--- config.mk ---
export PLATFORM = sky130hd
export DESIGN_NAME = byte_op_ctrl
export DESIGN_NICKNAME = d
export VERILOG_FILES = /design/src/rtl/byte_op_ctrl.sv
export SDC_FILE = /design/constraint.sdc
export NUM_CORES = 1
export LEC_CHECK = 0
export BUFFER_PORTS_ARGS = -buffer_cell sky130_fd_sc_hd__buf_2
export CORE_MARGIN = 4
export CORE_UTILIZATION = 50
export DETAILED_ROUTE_END_ITERATION = 8
export PLACE_DENSITY = 0.84
export SLEW_MARGIN = 40
export SYNTH_ARGS = -nofsm -noshare
export SYNTH_HDL_FRONTEND = slang
export SYNTH_SLANG_ARGS = --single-unit
--- constraint.sdc ---
create_clock -name clk -period 2.85 [get_ports clk]
set_clock_uncertainty 0.1 [all_clocks]
set_input_delay 0.285 -clock clk [delete_from_list [all_inputs] [get_ports clk]]
set_output_delay 0.285 -clock clk [all_outputs]
set_load 0.02 [all_outputs]
--- src/rtl/byte_op_ctrl.sv ---
// XM-23 byte-op sequencer (MOVL/MOVLZ/MOVLS/MOVH/SWPB): read dst, run byte unit, write back.
// Define BYTE_CTRL_FWD_EN to forward the last written value and skip READ on a hit.
module byte_op_ctrl (
    input  logic        clk,
    input  logic        rst,
    input  logic        cmd_valid,
    output logic        cmd_ready,
    input  logic [2:0]  cmd_op,
    input  logic [2:0]  cmd_dst,
    input  logic [7:0]  cmd_byte,
    output logic        rf_rd_en,
    output logic [2:0]  rf_rd_addr,
    input  logic [15:0] rf_rd_data,
    output logic [2:0]  bm_op,
    output logic [15:0] bm_dst_in,
    output logic [7:0]  bm_byte_val,
    input  logic [15:0] bm_dst_out,
    output logic        rf_wr_en,
    output logic [2:0]  rf_wr_addr,
    output logic [15:0] rf_wr_data,
    input  logic        ext_wr_en,
    input  logic [2:0]  ext_wr_addr,
    output logic        busy,
    output logic        done,
    output logic        err
);
    typedef enum logic [1:0] {S_IDLE, S_READ, S_EXEC, S_WRITE} state_t;

    state_t      state_q, state_d;
    logic [2:0]  op_q, op_d, dst_q, dst_d;
    logic [7:0]  byte_q, byte_d;
    logic [15:0] result_q, result_d;
    logic        err_q, err_d;
    logic        fwd_use_q, fwd_use_d;
    logic [2:0]  bm_op_q, bm_op_d;
    logic [15:0] bm_dst_in_q, bm_dst_in_d;
    logic [7:0]  bm_byte_q, bm_byte_d;
    logic        fwd_hit;
    logic [15:0] exec_src;

`ifdef BYTE_CTRL_FWD_EN
    logic        fwd_vld_q, fwd_vld_d;
    logic [2:0]  fwd_addr_q, fwd_addr_d;
    logic [15:0] fwd_data_q, fwd_data_d;
    logic        ext_hit;

    // An external write landing on the held index this cycle makes the copy stale already.
    assign ext_hit  = ext_wr_en && (ext_wr_addr == fwd_addr_q);
    assign fwd_hit  = fwd_vld_q && !ext_hit && (cmd_dst == fwd_addr_q);
    assign exec_src = fwd_use_q ? fwd_data_q : rf_rd_data;

    always_comb begin
        fwd_vld_d  = fwd_vld_q;
        fwd_addr_d = fwd_addr_q;
        fwd_data_d = fwd_data_q;
        if (state_q == S_WRITE) begin
            fwd_vld_d  = 1'b1;
            fwd_addr_d = dst_q;
            fwd_data_d = result_q;
        end else if (ext_hit) begin
            fwd_vld_d  = 1'b0;
        end
    end

    always_ff @(posedge clk or posedge rst) begin
        if (rst) begin
            fwd_vld_q  <= 1'b0;
            fwd_addr_q <= 3'd0;
            fwd_data_q <= 16'd0;
        end else begin
            fwd_vld_q  <= fwd_vld_d;
            fwd_addr_q <= fwd_addr_d;
            fwd_data_q <= fwd_data_d;
        end
    end
`else
    logic unused_ext;
    assign unused_ext = &{1'b0, ext_wr_en, ext_wr_addr, fwd_use_q};
    assign fwd_hit    = 1'b0;
    assign exec_src   = rf_rd_data;
`endif

    always_comb begin
        state_d     = state_q;
        op_d        = op_q;
        dst_d       = dst_q;
        byte_d      = byte_q;
        result_d    = result_q;
        err_d       = 1'b0;
        fwd_use_d   = fwd_use_q;
        bm_op_d     = bm_op_q;
        bm_dst_in_d = bm_dst_in_q;
        bm_byte_d   = bm_byte_q;
        cmd_ready   = 1'b0;
        rf_rd_en    = 1'b0;
        rf_rd_addr  = 3'd0;
        rf_wr_en    = 1'b0;
        rf_wr_addr  = 3'd0;
        rf_wr_data  = 16'd0;
        done        = 1'b0;
        bm_op       = bm_op_q;
        bm_dst_in   = bm_dst_in_q;
        bm_byte_val = bm_byte_q;
        case (state_q)
            S_IDLE: begin
                cmd_ready = 1'b1;
                if (cmd_valid) begin
                    op_d   = cmd_op;
                    dst_d  = cmd_dst;
                    byte_d = cmd_byte;
                    if (cmd_op <= 3'd4) begin
                        fwd_use_d = fwd_hit;
                        state_d   = fwd_hit ? S_EXEC : S_READ;
                    end else begin
                        err_d = 1'b1;
                    end
                end
            end
            S_READ: begin
                rf_rd_en   = 1'b1;
                rf_rd_addr = dst_q;
                state_d    = S_EXEC;
            end
            S_EXEC: begin
                // Byte-unit operands are live only here; the _q copies hold them afterwards.
                bm_op       = op_q;
                bm_dst_in   = exec_src;
                bm_byte_val = byte_q;
                bm_op_d     = op_q;
                bm_dst_in_d = exec_src;
                bm_byte_d   = byte_q;
                result_d    = bm_dst_out;
                state_d     = S_WRITE;
            end
            S_WRITE: begin
                rf_wr_en   = 1'b1;
                rf_wr_addr = dst_q;
                rf_wr_data = result_q;
                done       = 1'b1;
                fwd_use_d  = 1'b0;
                state_d    = S_IDLE;
            end
            default: state_d = S_IDLE;
        endcase
    end

    always_ff @(posedge clk or posedge rst) begin
        if (rst) begin
            state_q     <= S_IDLE;
            op_q        <= 3'd0;
            dst_q       <= 3'd0;
            byte_q      <= 8'd0;
            result_q    <= 16'd0;
            err_q       <= 1'b0;
            fwd_use_q   <= 1'b0;
            bm_op_q     <= 3'd0;
            bm_dst_in_q <= 16'd0;
            bm_byte_q   <= 8'd0;
        end else begin
            state_q     <= state_d;
            op_q        <= op_d;
            dst_q       <= dst_d;
            byte_q      <= byte_d;
            result_q    <= result_d;
            err_q       <= err_d;
            fwd_use_q   <= fwd_use_d;
            bm_op_q     <= bm_op_d;
            bm_dst_in_q <= bm_dst_in_d;
            bm_byte_q   <= bm_byte_d;
        end
    end

    assign busy = (state_q != S_IDLE);
    assign err  = err_q;
endmodule

==> results of run 1 <==
==> how the worst max path moves through the flow <==
stage	endpoint	slack, ns	cells past startpoint	from
after CTS	bm_dst_in[9]	0.38	5	state_q[0]$_DFFE_PP0P_
final	bm_dst_in[9]	0.42	5	state_q[0]$_DFFE_PP0P_
after floorplan	bm_byte_q[0]$_DFF_PP0_	0.98	1	rst
after global routing	bm_dst_in[13]	0.29	5	state_q[0]$_DFFE_PP0P_
after global placement	bm_byte_val[4]	0.77	5	state_q[0]$_DFFE_PP0P_
after detailed placement	bm_dst_in[9]	0.77	5	state_q[0]$_DFFE_PP0P_
==> cell usage in the layout, fill, tap and decap left out, types with 2 or more instances in the layout <==
cell      instances
and2_1           22
clkinv_2          2
ha_1              4
mux2_4           11
nor2_1            2
dfrtp_1          60
clkbuf_8         11
inv_1             3
buf_12            2
buf_2           103
mux2_2           46
==> cells in the mapped netlist (2+ instances only) <==
cell,count
mux2_4,11
ha_1,5
dfrtp_1,60
and2_1,22
nor2_1,2
mux2_2,46
inv_1,4
buf_6,6
==> kinds of logic after synthesis <==
logic type      after synthesis  share of synthesized area
compound gates                2                   0.005444
fa+ha+maj                     5                    0.02475
flops                        60                     0.5941
simple gates                 25                    0.05990
buf+inv                      12                    0.03712
mux                          59                     0.2787
==> power by group through the flow <==
stage / clock, mW / combinational (mW) / sequential, mW
finish: 0.763 / 2.20 / 1.46
global route: 0.826 / 2.37 / 1.51
CTS: 0.788 / 2.23 / 1.47
detailed placement: 0 / 2.22 / 1.48
global placement: 0 / 2.18 / 1.44
floorplan: 0 / 1.68 / 1.41
==> flip-flops by register name (all words and copies together), names as in the netlist <==
register and count:
byte_q 8, dst_q 3, state_q 2, bm_byte_q 8
result_q 16, op_q 3, err 1, bm_dst_in_q 16
bm_op_q 3
==> routing by layer <==
| metal | routed length, um | vias up |
|---|---|---|
| met3 | 509 | 11 |
| met1 | 1967 | 820 |
| met4 | 86 | 0 |
| li1 | - | 770 |
| met2 | 2596 | 73 |
| met5 | 0 | - |
==> what timing repair did <==
action | in CTS | in global routing
buffers inserted | 0 | 0
gates resized for setup | 0 | 0
hold endpoints to repair | 28 | 0
hold buffers | 1 | 0
==> final cells by class <==
type	count	area, um2
clock buffer	12	155.1
clock inverter	4	47.55
multi-input combinational	91	934.6
sequential	60	1501
tap	67	83.83
fill	368	1506
timing repair buffer	107	573.1
inverter	4	15.01
==> metrics by stage <==
step	hold slack, ns	cell area, um2	utilization	power [mW]
2_1_floorplan	0.3025	2527	-	3.096
3_3_place_gp	0.2893	3098	0.6431	3.624
3_5_place_dp	0.2925	3098	0.6431	3.699
4_1_cts	0.05573	3311	0.6873	4.487
5_1_grt	0.05430	3311	0.6873	4.701
6_report	0.07283	3311	0.6873	4.420
==> run_results.csv, run 1 <==
group,metric,value,unit
synth,post_synth.cell_area_avg,15.51,um2
timing,grt_setup_unrepaired,"no",
synth,post_synth_main_area_contributors,"dfrtp_1 (59%), mux2_2 (20%), mux2_4 (6.5%)",
outcome,status,"completed",
worst_setup_path,r2r_start,"state_q[0]$_DFFE_PP0P_",
timing,final_min_period_over_clock_period,0.8514,
synth,netlist_area,2527,um2
grt,global_route.overflow_total,0,
timing,finalMaxSlewViolations,0,
timing,relative_max_transition_margin,0.5881,
final_layout,areaGrowthSynthToFinish,30.99,%
final_layout,layout.cells.non_filler,345,
grt,grt_start_max_net_pins,33,
power,relative_contribution_of_combinational_cells_to_total_power,0.497,
power,netSwitchingFraction,0.3792,
grt,grt.met3_usage,0.09297,
worst_setup_path,crit_path_top_delay_cell,"ha_2",
grt,grt_pass1_vias,1778,
detailed_routing,drt-total-wl,5159,um
final_layout,diodes,0,
die,start_util,0.5247,
timing,finalWorstSetupSlack,0.4236,ns
timing,totalNegativeSetupSlack,0,ns
clock_network,tritoncts.num_buffers,9,
synth,yosysWarningCount,0,
power,p_switching,1.676,mW
final_layout,nNetsFinal,331,
worst_setup_path,critical_path.startpoint_type,"flip-flop",
clock_network,clock_insertion_delay_worst_skew,0.33,ns
grt,grt_use_met2,0.2971,
worst_setup_path,critical-path-max-stage-delay,0.42,ns
grt,tot_gr_track_use,0.1793,
die,floorplan.core_area,4817,um2
timing,setup_viol,0,
worst_hold_path,worstHoldPathType,"in2reg",
synth,synth_top_area_cell,"dfrtp_1",
die,die_y,79.10,um
detailed_routing,drt.antenna.violating_nets,0,
worst_setup_path,cp.required,2.47,ns
worst_setup_path,cp_num_buf_inv,3,
detailed_routing,drt-wirelength-per-cell,14.95,um
power,power.static_leakage,1.685,nW
worst_hold_path,holdPathEnd,"byte_q[2]$_DFFE_PP0P_",
power,power_density,1335,nW/um2
synth,ys.flop_type,"dfrtp_1",
synth,total_nets_after_synthesis,221,
worst_hold_path,hp-start,"cmd_byte[2]",
grt,globalRouteMet1Util,0.1955,
worst_setup_path,category_of_the_most_critical_setup_path,"reg2out",
timing,max_freq,0.4121,GHz
power,internal-power,2.744,mW
placed_design,numPortBuffers,103,
timing,worst-slew-pin-transition,0.6170,ns
synth,share_of_the_synthesized_area_in_the_top_cell_type,0.5941,
worst_setup_path,crit-reg2reg-capture,"result_q[3]$_DFFE_PP0P_",
grt,grt_first_pass_wirelength,8376,um
clock_network,cts_tree,"yes",
worst_hold_path,hold_path_depth,2,
worst_setup_path,path_max_fanout,20,
detailed_routing,detail_route.iter0.violations,70,
timing,report.final.hold_viol_count,0,
die,die-area,6256,um2
clock_network,cts.path.max_buffers,2,
synth,synth.lib_cells_used.distinct,15,
detailed_routing,first_pass_iters,4,
clock_network,cts.reportedPaths.clkPinSlew,0.07,ns
synth,synth.yosys.seq_area_share,0.5941,
placed_design,pre_cts_slack,0.7652,ns
worst_setup_path,r2r_cells,4,
worst_setup_path,category_of_cells_accounting_for_the_largest_share_of_critical_path_delay,"buffers and inverters",
synth,synthCells,163,
power,power_frac_clock,0.173,
power,p_seq_frac,0.330,
die,top_level_ports,108,
synth,postSynthRegisterBits,60,
placed_design,total_placed_cells_including_tap_cells,328,
worst_setup_path,ff2ff_setup_slack,1.05,ns
die,std_cell_rows,25,
detailed_routing,via_count,1674,
synth,ys_async_sr_fraction,1.000,
power,vdd.ir_drop.worst,0.0007075,V
worst_setup_path,worstSetupEndpointType,"primary output",
job,drv_cap,0,
clock_network,clkSinkCount,60,
clock_network,clk_root_buffer_cell,"clkbuf_8",
die,die_width,79.10,um
grt,grt.busiest_layer,"met2",
placed_design,finalWeightedCongestion,0.7168,
placed_design,place_hpwl,3818,um
clock_network,clock_tree.htree_level_count,3,
detailed_routing,remaining_drc_errors,0,
worst_setup_path,worst-endpoint-arrival,2.04,ns
detailed_routing,detail_route.vias_per_cell,4.852,
final_layout,ratio_of_cells_with_drive_above_1_in_the_final_layout,0.6547,
timing,final.min_clock_period,2.426,ns
grt,grt_antenna_before_repair,0,
synth,synth_edf_count,0,
worst_setup_path,crit_chain,"inv_1, ha_2, buf_12, mux2_2, buf_2",
Note: power is estimated with default switching activity, not from simulation.
==> run 2, diff against run 1 <==
GPL_TIMING_DRIVEN = 0   (was not set)
==> run_results.csv, run 2 (synthesis results as in run 1) <==
group,metric,value,unit
clock_network,cts.path.max_buffers,2,
worst_setup_path,category_of_the_most_critical_setup_path,"reg2out",
detailed_routing,drt-wirelength-per-cell,14.51,um
die,floorplan.core_area,4817,um2
final_layout,ratio_of_cells_with_drive_above_1_in_the_final_layout,0.6514,
placed_design,pre_cts_slack,0.9202,ns
grt,globalRouteMet1Util,0.2163,
grt,grt_antenna_before_repair,0,
placed_design,finalWeightedCongestion,0.7354,
worst_hold_path,worstHoldPathType,"in2reg",
clock_network,clock_insertion_delay_worst_skew,0.32,ns
die,top_level_ports,108,
power,power_density,1355,nW/um2
worst_setup_path,critical_path.startpoint_type,"flip-flop",
worst_setup_path,category_of_cells_accounting_for_the_largest_share_of_critical_path_delay,"buffers and inverters",
detailed_routing,via_count,1675,
clock_network,clk_root_buffer_cell,"clkbuf_8",
timing,report.final.hold_viol_count,0,
power,power.static_leakage,1.731,nW
detailed_routing,first_pass_iters,4,
clock_network,tritoncts.num_buffers,9,
grt,grt_pass1_vias,1747,
placed_design,place_hpwl,3960,um
timing,setup_viol,0,
grt,global_route.overflow_total,0,
grt,grt.met3_usage,0.04762,
worst_setup_path,worstSetupEndpointType,"primary output",
timing,finalWorstSetupSlack,0.5893,ns
final_layout,top_regs,"bm_dst_in_q (16), result_q (16)",
final_layout,nNetsFinal,337,
die,std_cell_rows,25,
grt,grt.busiest_layer,"met2",
job,drv_cap,0,
timing,grt_setup_unrepaired,"no",
timing,final_min_period_over_clock_period,0.7932,
die,die-area,6256,um2
worst_setup_path,path_common_cell,"buf_6",
die,die_width,79.10,um
die,die_y,79.10,um
outcome,status,"completed",
grt,tot_gr_track_use,0.1758,
grt,grt_start_max_net_pins,33,
timing,max_freq,0.4423,GHz
die,start_util,0.5247,
detailed_routing,drt.antenna.violating_nets,0,
grt,grt_first_pass_wirelength,8376,um
final_layout,most_common_cell_after_layout_fill_and_taps_aside,"buf_2",
power,vdd.ir_drop.worst,0.0007880,V
clock_network,cts.reportedPaths.clkPinSlew,0.07,ns
clock_network,cts_tree,"yes",
placed_design,numPortBuffers,103,
detailed_routing,detail_route.iter0.violations,55,
final_layout,areaGrowthSynthToFinish,34.16,%
timing,relative_max_transition_margin,0.7391,
timing,final.min_clock_period,2.261,ns
worst_setup_path,cp.required,2.47,ns
clock_network,clock_tree.htree_level_count,3,
timing,totalNegativeSetupSlack,0,ns
final_layout,layout_common_cells,"buf_2 (103), dfrtp_1 (60), mux2_2 (46)",
detailed_routing,drt-total-wl,5094,um
detailed_routing,detail_route.vias_per_cell,4.772,
worst_setup_path,crit_path_top_delay_cell,"dfrtp_1",
worst_setup_path,path_max_fanout,10,
timing,worst-slew-pin-transition,0.3914,ns
detailed_routing,remaining_drc_errors,0,
worst_setup_path,cp_num_buf_inv,4,
worst_setup_path,worst-endpoint-arrival,1.88,ns
worst_setup_path,critical-path-max-stage-delay,0.40,ns
final_layout,diodes,0,
placed_design,placement.cell_area,3149,um2
grt,grt_use_met2,0.2904,
clock_network,postCtsSetupRepairBufs,0,
clock_network,clkSinkCount,60,
timing,finalMaxSlewViolations,0,
worst_setup_path,ff2ff_setup_slack,1.16,ns
worst_setup_path,crit_chain,"inv_1, ha_1, buf_6, buf_6, mux2_2, buf_2",
final_layout,post-route-cell-area,3391,um2
run 2: cell types whose count changed in the layout (fill, tap and decap cells not counted):
cell | before | now
buf_12 | 2 | 1
clkbuf_8 | 11 | 9
clkinvlp_4 | 1 | 0
inv_2 | 1 | 0
buf_6 | 0 | 6
inv_4 | 0 | 1
bufinv_16 | 1 | 3
clkbuf_1 | 1 | 3
ha_1 | 4 | 5
ha_2 | 1 | 0
run 2: per-stage QoR:
stage	hold WS (ns)	util	cells	total power, mW
6_report	0.08409	0.7039	351	4.595
5_1_grt	0.07625	0.7039	351	4.884
4_1_cts	0.06767	0.7039	351	4.655
3_5_place_dp	0.2064	0.6538	334	3.754
3_3_place_gp	0.3623	0.6491	333	3.679
2_1_floorplan	0.3025	-	163	3.096
run 2: cell type report:
type / count / area, um2
buffer: 8 / 78.83
fill: 356 / 1426
tap: 67 / 83.83
clock buffer: 11 / 131.4
multi-input combinational: 91 / 932.1
timing repair buffer: 105 / 545.5
sequential: 60 / 1501
clock inverter: 5 / 100.1
inverter: 4 / 17.52
run 2: per-layer routing:
layer,vias to the layer above,wire [um]
met5,-,0
met4,0,81
met3,8,357
met2,67,2483
met1,812,2171
li1,788,-
run 2: repair_timing:
item | in CTS | in global routing
hold endpoints to repair | 31 | 0
resized for setup | 0 | 0
setup endpoints to repair | 0 | 0
hold buffers | 1 | 0
run 2: final timing paths:
kind / startpoint / to / cells after the start
max reg2reg: state_q[0]$_DFFE_PP0P_ / state_q[1]$_DFFE_PP0P_ / 5
min reg2reg: bm_dst_in_q[14]$_DFF_PP0_ / bm_dst_in_q[14]$_DFF_PP0_ / 1
min: cmd_byte[3] / byte_q[3]$_DFFE_PP0P_ / 2
max: state_q[0]$_DFFE_PP0P_ / bm_byte_val[4] / 6
max in group asynchronous: rst / bm_op_q[2]$_DFF_PP0_ / 4
min in group asynchronous: rst / bm_dst_in_q[14]$_DFF_PP0_ / 3
run 2: power by group:
group | total (mW) | switching (mW) | internal (mW)
Combinational | 2.25 | 1.20 | 1.05
Sequential | 1.46 | 0.165 | 1.29
Clock | 0.892 | 0.314 | 0.579
Total | 4.60 | 1.68 | 2.92
